==> src/rtl/axil_adder_master_if.sv <==
// AXI4-Lite link between axil_adder_master (master side) and the adder
// slave (slave side).
//   aw*: write address channel     w*: write data channel
//   b* : write response channel    ar*: read address channel
//   r* : read data channel
interface axil_adder_master_if;
  logic [31:0] awaddr;
  logic        awvalid;
  logic        awready;
  logic [31:0] wdata;
  logic        wvalid;
  logic        wready;
  logic [1:0]  bresp;
  logic        bvalid;
  logic        bready;
  logic [31:0] araddr;
  logic        arvalid;
  logic        arready;
  logic [31:0] rdata;
  logic [1:0]  rresp;
  logic        rvalid;
  logic        rready;

  modport master (
    output awaddr, awvalid, input awready,
    output wdata, wvalid, input wready,
    input bresp, bvalid, output bready,
    output araddr, arvalid, input arready,
    input rdata, rresp, rvalid, output rready
  );

  modport slave (
    input awaddr, awvalid, output awready,
    input wdata, wvalid, output wready,
    output bresp, bvalid, input bready,
    input araddr, arvalid, output arready,
    output rdata, rresp, rvalid, input rready
  );
endinterface

==> src/rtl/axil_adder_master.sv <==
// AXI4-Lite master for the memory-mapped adder slave. Each accepted command
// writes cmd_a to base+0 and cmd_b to base+4, then reads the sum (base+8)
// and extension (base+12) registers and returns them as one response.
// Ports:
//   axi_aclk, m00_axi_aresetn   clock, synchronous active-low reset
//   cmd_valid/cmd_ready, cmd_a/cmd_b           command stream
//   rsp_valid/rsp_ready, rsp_sum/ovf/err       response stream
//   txn_count                                  completed responses (wraps)
//   m00_axi                                    AXI4-Lite master port
// All outputs are registered.
module axil_adder_master #(
  parameter logic [31:0] C_M00_BASEADDR = 32'h0000_0000
) (
  input  logic                axi_aclk,
  input  logic                m00_axi_aresetn,
  input  logic                cmd_valid,
  output logic                cmd_ready,
  input  logic [31:0]         cmd_a,
  input  logic [31:0]         cmd_b,
  output logic                rsp_valid,
  input  logic                rsp_ready,
  output logic [31:0]         rsp_sum,
  output logic                rsp_ovf,
  output logic                rsp_err,
  output logic [15:0]         txn_count,
  axil_adder_master_if.master m00_axi
);

  typedef enum logic [3:0] {
    S_IDLE, S_WR0, S_B0, S_WR1, S_B1, S_RD2, S_R2, S_RD3, S_R3, S_RSP
  } state_t;

  state_t      r_state, w_state_next;

  logic        r_cmd_ready;
  logic [31:0] r_b;
  logic        r_err;
  logic [31:0] r_awaddr, r_wdata, r_araddr;
  logic        r_awvalid, r_wvalid, r_bready, r_arvalid, r_rready;
  logic        r_rsp_valid;
  logic [31:0] r_sum;
  logic        r_ovf;
  logic [15:0] r_txn_count;

  logic        w_aw_hs, w_w_hs, w_b_hs, w_ar_hs, w_r_hs;
  logic        w_wr_done;

  assign w_aw_hs = r_awvalid & m00_axi.awready;
  assign w_w_hs  = r_wvalid  & m00_axi.wready;
  assign w_b_hs  = r_bready  & m00_axi.bvalid;
  assign w_ar_hs = r_arvalid & m00_axi.arready;
  assign w_r_hs  = r_rready  & m00_axi.rvalid;
  // Both write channels are complete once each valid has either already
  // dropped or is being accepted this edge, in whichever order they occur.
  assign w_wr_done = (!r_awvalid | m00_axi.awready) & (!r_wvalid | m00_axi.wready);

  always_comb begin
    w_state_next = r_state;
    unique case (r_state)
      S_IDLE: if (cmd_valid && r_cmd_ready) w_state_next = S_WR0;
      S_WR0:  if (w_wr_done)                w_state_next = S_B0;
      S_B0:   if (w_b_hs)                   w_state_next = S_WR1;
      S_WR1:  if (w_wr_done)                w_state_next = S_B1;
      S_B1:   if (w_b_hs)                   w_state_next = S_RD2;
      S_RD2:  if (w_ar_hs)                  w_state_next = S_R2;
      S_R2:   if (w_r_hs)                   w_state_next = S_RD3;
      S_RD3:  if (w_ar_hs)                  w_state_next = S_R3;
      S_R3:   if (w_r_hs)                   w_state_next = S_RSP;
      S_RSP:  if (r_rsp_valid && rsp_ready) w_state_next = S_IDLE;
      default:                              w_state_next = S_IDLE;
    endcase
  end

  always_ff @(posedge axi_aclk) begin
    if (!m00_axi_aresetn) r_state <= S_IDLE;
    else                  r_state <= w_state_next;
  end

  always_ff @(posedge axi_aclk) begin
    if (!m00_axi_aresetn) begin
      r_cmd_ready <= 1'b0;
      r_b         <= '0;
      r_err       <= 1'b0;
      r_awaddr    <= '0;
      r_wdata     <= '0;
      r_araddr    <= '0;
      r_awvalid   <= 1'b0;
      r_wvalid    <= 1'b0;
      r_bready    <= 1'b0;
      r_arvalid   <= 1'b0;
      r_rready    <= 1'b0;
      r_rsp_valid <= 1'b0;
      r_sum       <= '0;
      r_ovf       <= 1'b0;
      r_txn_count <= '0;
    end else begin
      // Level outputs are registered decodes of the next state so they
      // appear the cycle after the state is entered.
      r_cmd_ready <= (w_state_next == S_IDLE);
      r_bready    <= (w_state_next == S_B0) || (w_state_next == S_B1);
      r_rready    <= (w_state_next == S_R2) || (w_state_next == S_R3);

      if (w_aw_hs) r_awvalid <= 1'b0;
      if (w_w_hs)  r_wvalid  <= 1'b0;
      if (w_ar_hs) r_arvalid <= 1'b0;

      unique case (r_state)
        S_IDLE: if (w_state_next == S_WR0) begin
          r_b       <= cmd_b;
          r_err     <= 1'b0;
          r_awvalid <= 1'b1;
          r_wvalid  <= 1'b1;
          r_awaddr  <= C_M00_BASEADDR;
          r_wdata   <= cmd_a;
        end
        S_B0: if (w_b_hs) begin
          r_err     <= r_err | (m00_axi.bresp != 2'b00);
          r_awvalid <= 1'b1;
          r_wvalid  <= 1'b1;
          r_awaddr  <= C_M00_BASEADDR + 32'd4;
          r_wdata   <= r_b;
        end
        S_B1: if (w_b_hs) begin
          r_err     <= r_err | (m00_axi.bresp != 2'b00);
          r_arvalid <= 1'b1;
          r_araddr  <= C_M00_BASEADDR + 32'd8;
        end
        S_R2: if (w_r_hs) begin
          r_err     <= r_err | (m00_axi.rresp != 2'b00);
          r_sum     <= m00_axi.rdata;
          r_arvalid <= 1'b1;
          r_araddr  <= C_M00_BASEADDR + 32'd12;
        end
        S_R3: if (w_r_hs) begin
          r_err       <= r_err | (m00_axi.rresp != 2'b00);
          r_ovf       <= m00_axi.rdata[31];
          r_rsp_valid <= 1'b1;
        end
        S_RSP: if (r_rsp_valid && rsp_ready) begin
          r_rsp_valid <= 1'b0;
          r_txn_count <= r_txn_count + 16'd1;
        end
        default: ;
      endcase
    end
  end

  assign cmd_ready       = r_cmd_ready;
  assign rsp_valid       = r_rsp_valid;
  assign rsp_sum         = r_sum;
  assign rsp_ovf         = r_ovf;
  assign rsp_err         = r_err;
  assign txn_count       = r_txn_count;
  assign m00_axi.awaddr  = r_awaddr;
  assign m00_axi.awvalid = r_awvalid;
  assign m00_axi.wdata   = r_wdata;
  assign m00_axi.wvalid  = r_wvalid;
  assign m00_axi.bready  = r_bready;
  assign m00_axi.araddr  = r_araddr;
  assign m00_axi.arvalid = r_arvalid;
  assign m00_axi.rready  = r_rready;

endmodule
==> src/flat_wrapper.sv <==
// flat-port wrapper written by rule: the top's interface ports become plain ports
module axil_adder_master_flat 
#(
  parameter logic [31:0] C_M00_BASEADDR = 32'h0000_0000
)
  (axi_aclk, m00_axi_aresetn, cmd_valid, cmd_ready, cmd_a, cmd_b, rsp_valid, rsp_ready, rsp_sum, rsp_ovf, rsp_err, txn_count, m00_axi_awaddr, m00_axi_awvalid, m00_axi_awready, m00_axi_wdata, m00_axi_wvalid, m00_axi_wready, m00_axi_bresp, m00_axi_bvalid, m00_axi_bready, m00_axi_araddr, m00_axi_arvalid, m00_axi_arready, m00_axi_rdata, m00_axi_rresp, m00_axi_rvalid, m00_axi_rready);
  axil_adder_master_if m00_axi_i ();
  input  logic axi_aclk;
  input  logic m00_axi_aresetn;
  input  logic cmd_valid;
  output logic cmd_ready;
  input  logic [31:0] cmd_a;
  input  logic [31:0] cmd_b;
  output logic rsp_valid;
  input  logic rsp_ready;
  output logic [31:0] rsp_sum;
  output logic rsp_ovf;
  output logic rsp_err;
  output logic [15:0] txn_count;
  output wire logic [$bits(m00_axi_i.awaddr)-1:0] m00_axi_awaddr;
  output wire logic [$bits(m00_axi_i.awvalid)-1:0] m00_axi_awvalid;
  input wire logic [$bits(m00_axi_i.awready)-1:0] m00_axi_awready;
  output wire logic [$bits(m00_axi_i.wdata)-1:0] m00_axi_wdata;
  output wire logic [$bits(m00_axi_i.wvalid)-1:0] m00_axi_wvalid;
  input wire logic [$bits(m00_axi_i.wready)-1:0] m00_axi_wready;
  input wire logic [$bits(m00_axi_i.bresp)-1:0] m00_axi_bresp;
  input wire logic [$bits(m00_axi_i.bvalid)-1:0] m00_axi_bvalid;
  output wire logic [$bits(m00_axi_i.bready)-1:0] m00_axi_bready;
  output wire logic [$bits(m00_axi_i.araddr)-1:0] m00_axi_araddr;
  output wire logic [$bits(m00_axi_i.arvalid)-1:0] m00_axi_arvalid;
  input wire logic [$bits(m00_axi_i.arready)-1:0] m00_axi_arready;
  input wire logic [$bits(m00_axi_i.rdata)-1:0] m00_axi_rdata;
  input wire logic [$bits(m00_axi_i.rresp)-1:0] m00_axi_rresp;
  input wire logic [$bits(m00_axi_i.rvalid)-1:0] m00_axi_rvalid;
  output wire logic [$bits(m00_axi_i.rready)-1:0] m00_axi_rready;
  assign m00_axi_awaddr = m00_axi_i.awaddr;
  assign m00_axi_awvalid = m00_axi_i.awvalid;
  assign m00_axi_i.awready = m00_axi_awready;
  assign m00_axi_wdata = m00_axi_i.wdata;
  assign m00_axi_wvalid = m00_axi_i.wvalid;
  assign m00_axi_i.wready = m00_axi_wready;
  assign m00_axi_i.bresp = m00_axi_bresp;
  assign m00_axi_i.bvalid = m00_axi_bvalid;
  assign m00_axi_bready = m00_axi_i.bready;
  assign m00_axi_araddr = m00_axi_i.araddr;
  assign m00_axi_arvalid = m00_axi_i.arvalid;
  assign m00_axi_i.arready = m00_axi_arready;
  assign m00_axi_i.rdata = m00_axi_rdata;
  assign m00_axi_i.rresp = m00_axi_rresp;
  assign m00_axi_i.rvalid = m00_axi_rvalid;
  assign m00_axi_rready = m00_axi_i.rready;
  axil_adder_master #(.C_M00_BASEADDR(C_M00_BASEADDR)) u_core (.axi_aclk(axi_aclk), .m00_axi_aresetn(m00_axi_aresetn), .cmd_valid(cmd_valid), .cmd_ready(cmd_ready), .cmd_a(cmd_a), .cmd_b(cmd_b), .rsp_valid(rsp_valid), .rsp_ready(rsp_ready), .rsp_sum(rsp_sum), .rsp_ovf(rsp_ovf), .rsp_err(rsp_err), .txn_count(txn_count), .m00_axi(m00_axi_i));
endmodule
==> config.mk <==
export PLATFORM = sky130hd
export DESIGN_NAME = axil_adder_master_flat
export DESIGN_NICKNAME = d
export VERILOG_FILES = /design/src/rtl/axil_adder_master_if.sv /design/src/rtl/axil_adder_master.sv /design/src/flat_wrapper.sv
export SDC_FILE = /design/constraint.sdc
export NUM_CORES = 1
export LEC_CHECK = 0
export ABC_AREA = 1
export CORE_UTILIZATION = 42
export DETAILED_ROUTE_END_ITERATION = 8
export PLACE_DENSITY = 0.91
export RECOVER_POWER = 25
export SLEW_MARGIN = 40
export SYNTH_ARGS = -nofsm -noshare
export SYNTH_HDL_FRONTEND = slang
export SYNTH_SLANG_ARGS = --single-unit
==> constraint.sdc <==
create_clock -name axi_aclk -period 2.2 [get_ports axi_aclk]
set_clock_uncertainty 0.2 [all_clocks]
set_input_delay 0.33 -clock axi_aclk [delete_from_list [all_inputs] [get_ports axi_aclk]]
set_output_delay 0.33 -clock axi_aclk [all_outputs]
set_load 0.02 [all_outputs]
==> flow_metrics.env <==
export IMPL_status="completed"
export IMPL_drv_slew=0
export IMPL_ios=262
export IMPL_r2r_start="u_core.r_state[3]"
export IMPL_final_hold_violation_count=0
export IMPL_ys_top_cells_by_area="dfxtp_1 (44%), a21oi_1 (10%), buf_4 (8.5%), nand2_1 (8.2%), o21ai_0 (6.8%)"
export IMPL_track_usage=0.215
export IMPL_rsz0062_at_grt="false"
export IMPL_die_height_um=120
export IMPL_yosys_warnings=0
export IMPL_wl_met3_mm=1.21
export IMPL_core_um2=13400
export IMPL_post_route_period_util=0.908
export IMPL_drt_initial_drc_count=339
export IMPL_clkSlewWorstSetupHoldPaths_ns=0.05
export IMPL_ys_seq_elements=128
export IMPL_vias=5561
export IMPL_final_setup_viol_count=0
export IMPL_cp_required_ns=1.67
export IMPL_numClockSinks=128
export IMPL_end_kind="output port"
export IMPL_post_cts_buffers=0
export IMPL_critPathMaxFanout=4
export IMPL_maxCapViolCount=0
export IMPL_syn_inst=783
export IMPL_area_growth_pct=41.7
export IMPL_crit_buf_inv=1
export IMPL_h_tree_depth=4
export IMPL_synth_distinct_cells=32
export IMPL_antennaDiodeCount=0
export IMPL_fmax_mhz=501
export IMPL_holdCritPathClass="in -> reg"
export IMPL_drcViolationCount=0
export IMPL_fin_tns_setup_ns=0
export IMPL_fin_nets=1080
export IMPL_globalplace_congestion=0.872
export IMPL_worstPathArrival_ns=1.47
export IMPL_tritoncts="built"
export IMPL_power_mw=6.51
export IMPL_die_width_um=120
export IMPL_grt_overflow_total=0
export IMPL_grt_pass1_wl_mm=24.7
export IMPL_io_buffer_count=200
export IMPL_avgRoutedWirePerCell_um=13.1
export IMPL_grt_max_degree=67
export IMPL_synth_top_cell_by_area="dfxtp_1"
export IMPL_cts_hold_fix_buffers=0
export IMPL_synth_seq_area_share=0.439
export IMPL_wl_met1_mm=6.39
export IMPL_routed_top_layer="met4"
export IMPL_clock_latency_ns=0.41
export IMPL_ctsLongestPathBuffers=2
export IMPL_vias_per_cell=4.80
export IMPL_hp_start="m00_axi_aresetn"
export IMPL_synth_ff_type="dfxtp_1"
export IMPL_synth_edf_count=0
export IMPL_drt_first_pass_iters=4
export IMPL_cts_buffers=17
export IMPL_ir_worst_vdd_mv=0.606
export IMPL_cts_root_buffer="clkbuf_16"
export IMPL_start_util=0.436
export IMPL_critPathTopFamily="buffers and inverters"
export IMPL_criticalPathCategory="reg -> out"
export IMPL_fill_cells=1136
export IMPL_syn_cell_area_um2=5840
export IMPL_cts_resized=0
export IMPL_drive_gt1_frac=0.0671
export IMPL_multi_input_area_um2=2510
export IMPL_dr_wl_met2_mm=7.42
export IMPL_die_area_um2=14400
export IMPL_detailed_place_hpwl_mm=10.5
export IMPL_crit_chain="clkdlybuf4s50_1"
export IMPL_wl_mm=15.1
export IMPL_setup_worst_path_start="u_core.txn_count[11]"
export IMPL_mostFrequentLayoutCells="clkdlybuf4s50_1 (199), nand2_1 (130), dfxtp_1 (128)"
export IMPL_grt_pass1_vias=5225
export IMPL_avgSynthCellArea_um2=7.46
export IMPL_p_per_area_nw_per_um2=787
export IMPL_postRouteAntennaNets=0
export IMPL_antenna_found_initial=0
export IMPL_async_flop_share=0
export IMPL_final_common_cell="clkdlybuf4s50_1"
export IMPL_worstSetupStartpointType="register"
export IMPL_regArea_um2=2560
export IMPL_cpMaxStageDelayCell="clkdlybuf4s50_1"
export IMPL_row_count=42
export IMPL_power_leakage_nw=3.17
export IMPL_synth_top_area_frac=0.439
export IMPL_cp_slowest_stage_delay_ns=0.65
export IMPL_min_period_ns=2.00
[worst register-to-register path: stages (launching register included)]
cell,delay [ns]
dfxtp_1,0.49
clkinv_1,0.11
nand2_1,0.16
nor2_1,0.15
a21oi_1,0.24
nand2_1,0.08
nor2_1,0.20
and2_4,0.18
nand2_2,0.04
nor2_2,0.08
[cells by family (layout without fill, tap and decap cells)]
kind of cell    Yosys count  after routing  synth area share
xor+xnor                  1              1           0.00150
fa+ha+maj                 1              1           0.00214
simple gates            242            242             0.195
other cells               1             61          0.000642
buf+inv                 178            318             0.161
flops                   128            128             0.439
compound gates          232            232             0.202
[cell usage after synthesis, drive strengths merged (2+ instances only)]
| master | number |
|---|---|
| nand2 | 135 |
| dfxtp | 128 |
| a21oi | 119 |
| o21ai | 109 |
| buf | 83 |
| inv | 70 |
| nand3 | 48 |
| nor2 | 42 |
| clkbuf | 23 |
| nor3 | 8 |
| nand4 | 6 |
| a31oi | 2 |
| clkinv | 2 |
| nand3b | 2 |
[routing by layer]
layer  track usage  vias up
li1              -     2827
met1         0.252     2512
met2         0.367      209
met3        0.0756       13
met4        0.0633        0
met5             0        -
[final cells by class]
| class | count | area share |
|---|---|---|
| Sequential cell | 128 | 0.310 |
| Timing Repair Buffer | 214 | 0.260 |
| Clock inverter | 11 | 0.0109 |
| Clock buffer | 21 | 0.0556 |
| Multi-Input combinational cell | 537 | 0.304 |
| Inverter | 72 | 0.0330 |
| Tap cell | 176 | 0.0266 |
[path summary, 6_finish.rpt]
path	slack, ns	to	cells past startpoint
worst max-delay path	0.20	txn_count[11]	1
worst min-delay path	0.15	u_core.m00_axi.arvalid	3
worst max register to register	0.22	u_core.cmd_ready	9
worst min register to register	0.25	u_core.rsp_ovf	2
[through the flow]
stage               instances  setup WS (ns)  hold slack (ns)  instance area [µm²]   util
floorplan                 843          0.526            0.230                 6060      -
global placement         1127          0.150            0.233                 7790  0.581
detailed placement       1127          0.118            0.241                 7790  0.581
CTS                      1159          0.172            0.137                 8340  0.622
global route             1159          0.115            0.171                 8270  0.617
finish                   1159          0.203            0.152                 8270  0.617
[sequential cells by signal, indices dropped and copies added (netlist names)]
signal	count
u_core.m00_axi.wdata	32
u_core.rsp_sum	32
u_core.m00_axi.awaddr	1
u_core.txn_count	16
u_core.m00_axi.araddr	2
u_core.r_b	32
u_core.m00_axi.arvalid	1
u_core.m00_axi.awvalid	1
u_core.rsp_err	1
u_core.m00_axi.rready	1
u_core.m00_axi.wvalid	1
u_core.rsp_valid	1
u_core.cmd_ready	1
u_core.m00_axi.bready	1
u_core.r_state	4
u_core.rsp_ovf	1
[power breakdown]
group,switching (mW),internal [mW]
Combinational,0.728,0.578
Clock,0.994,1.60
Sequential,0.0917,2.52
(Power assumes the default switching activity.)
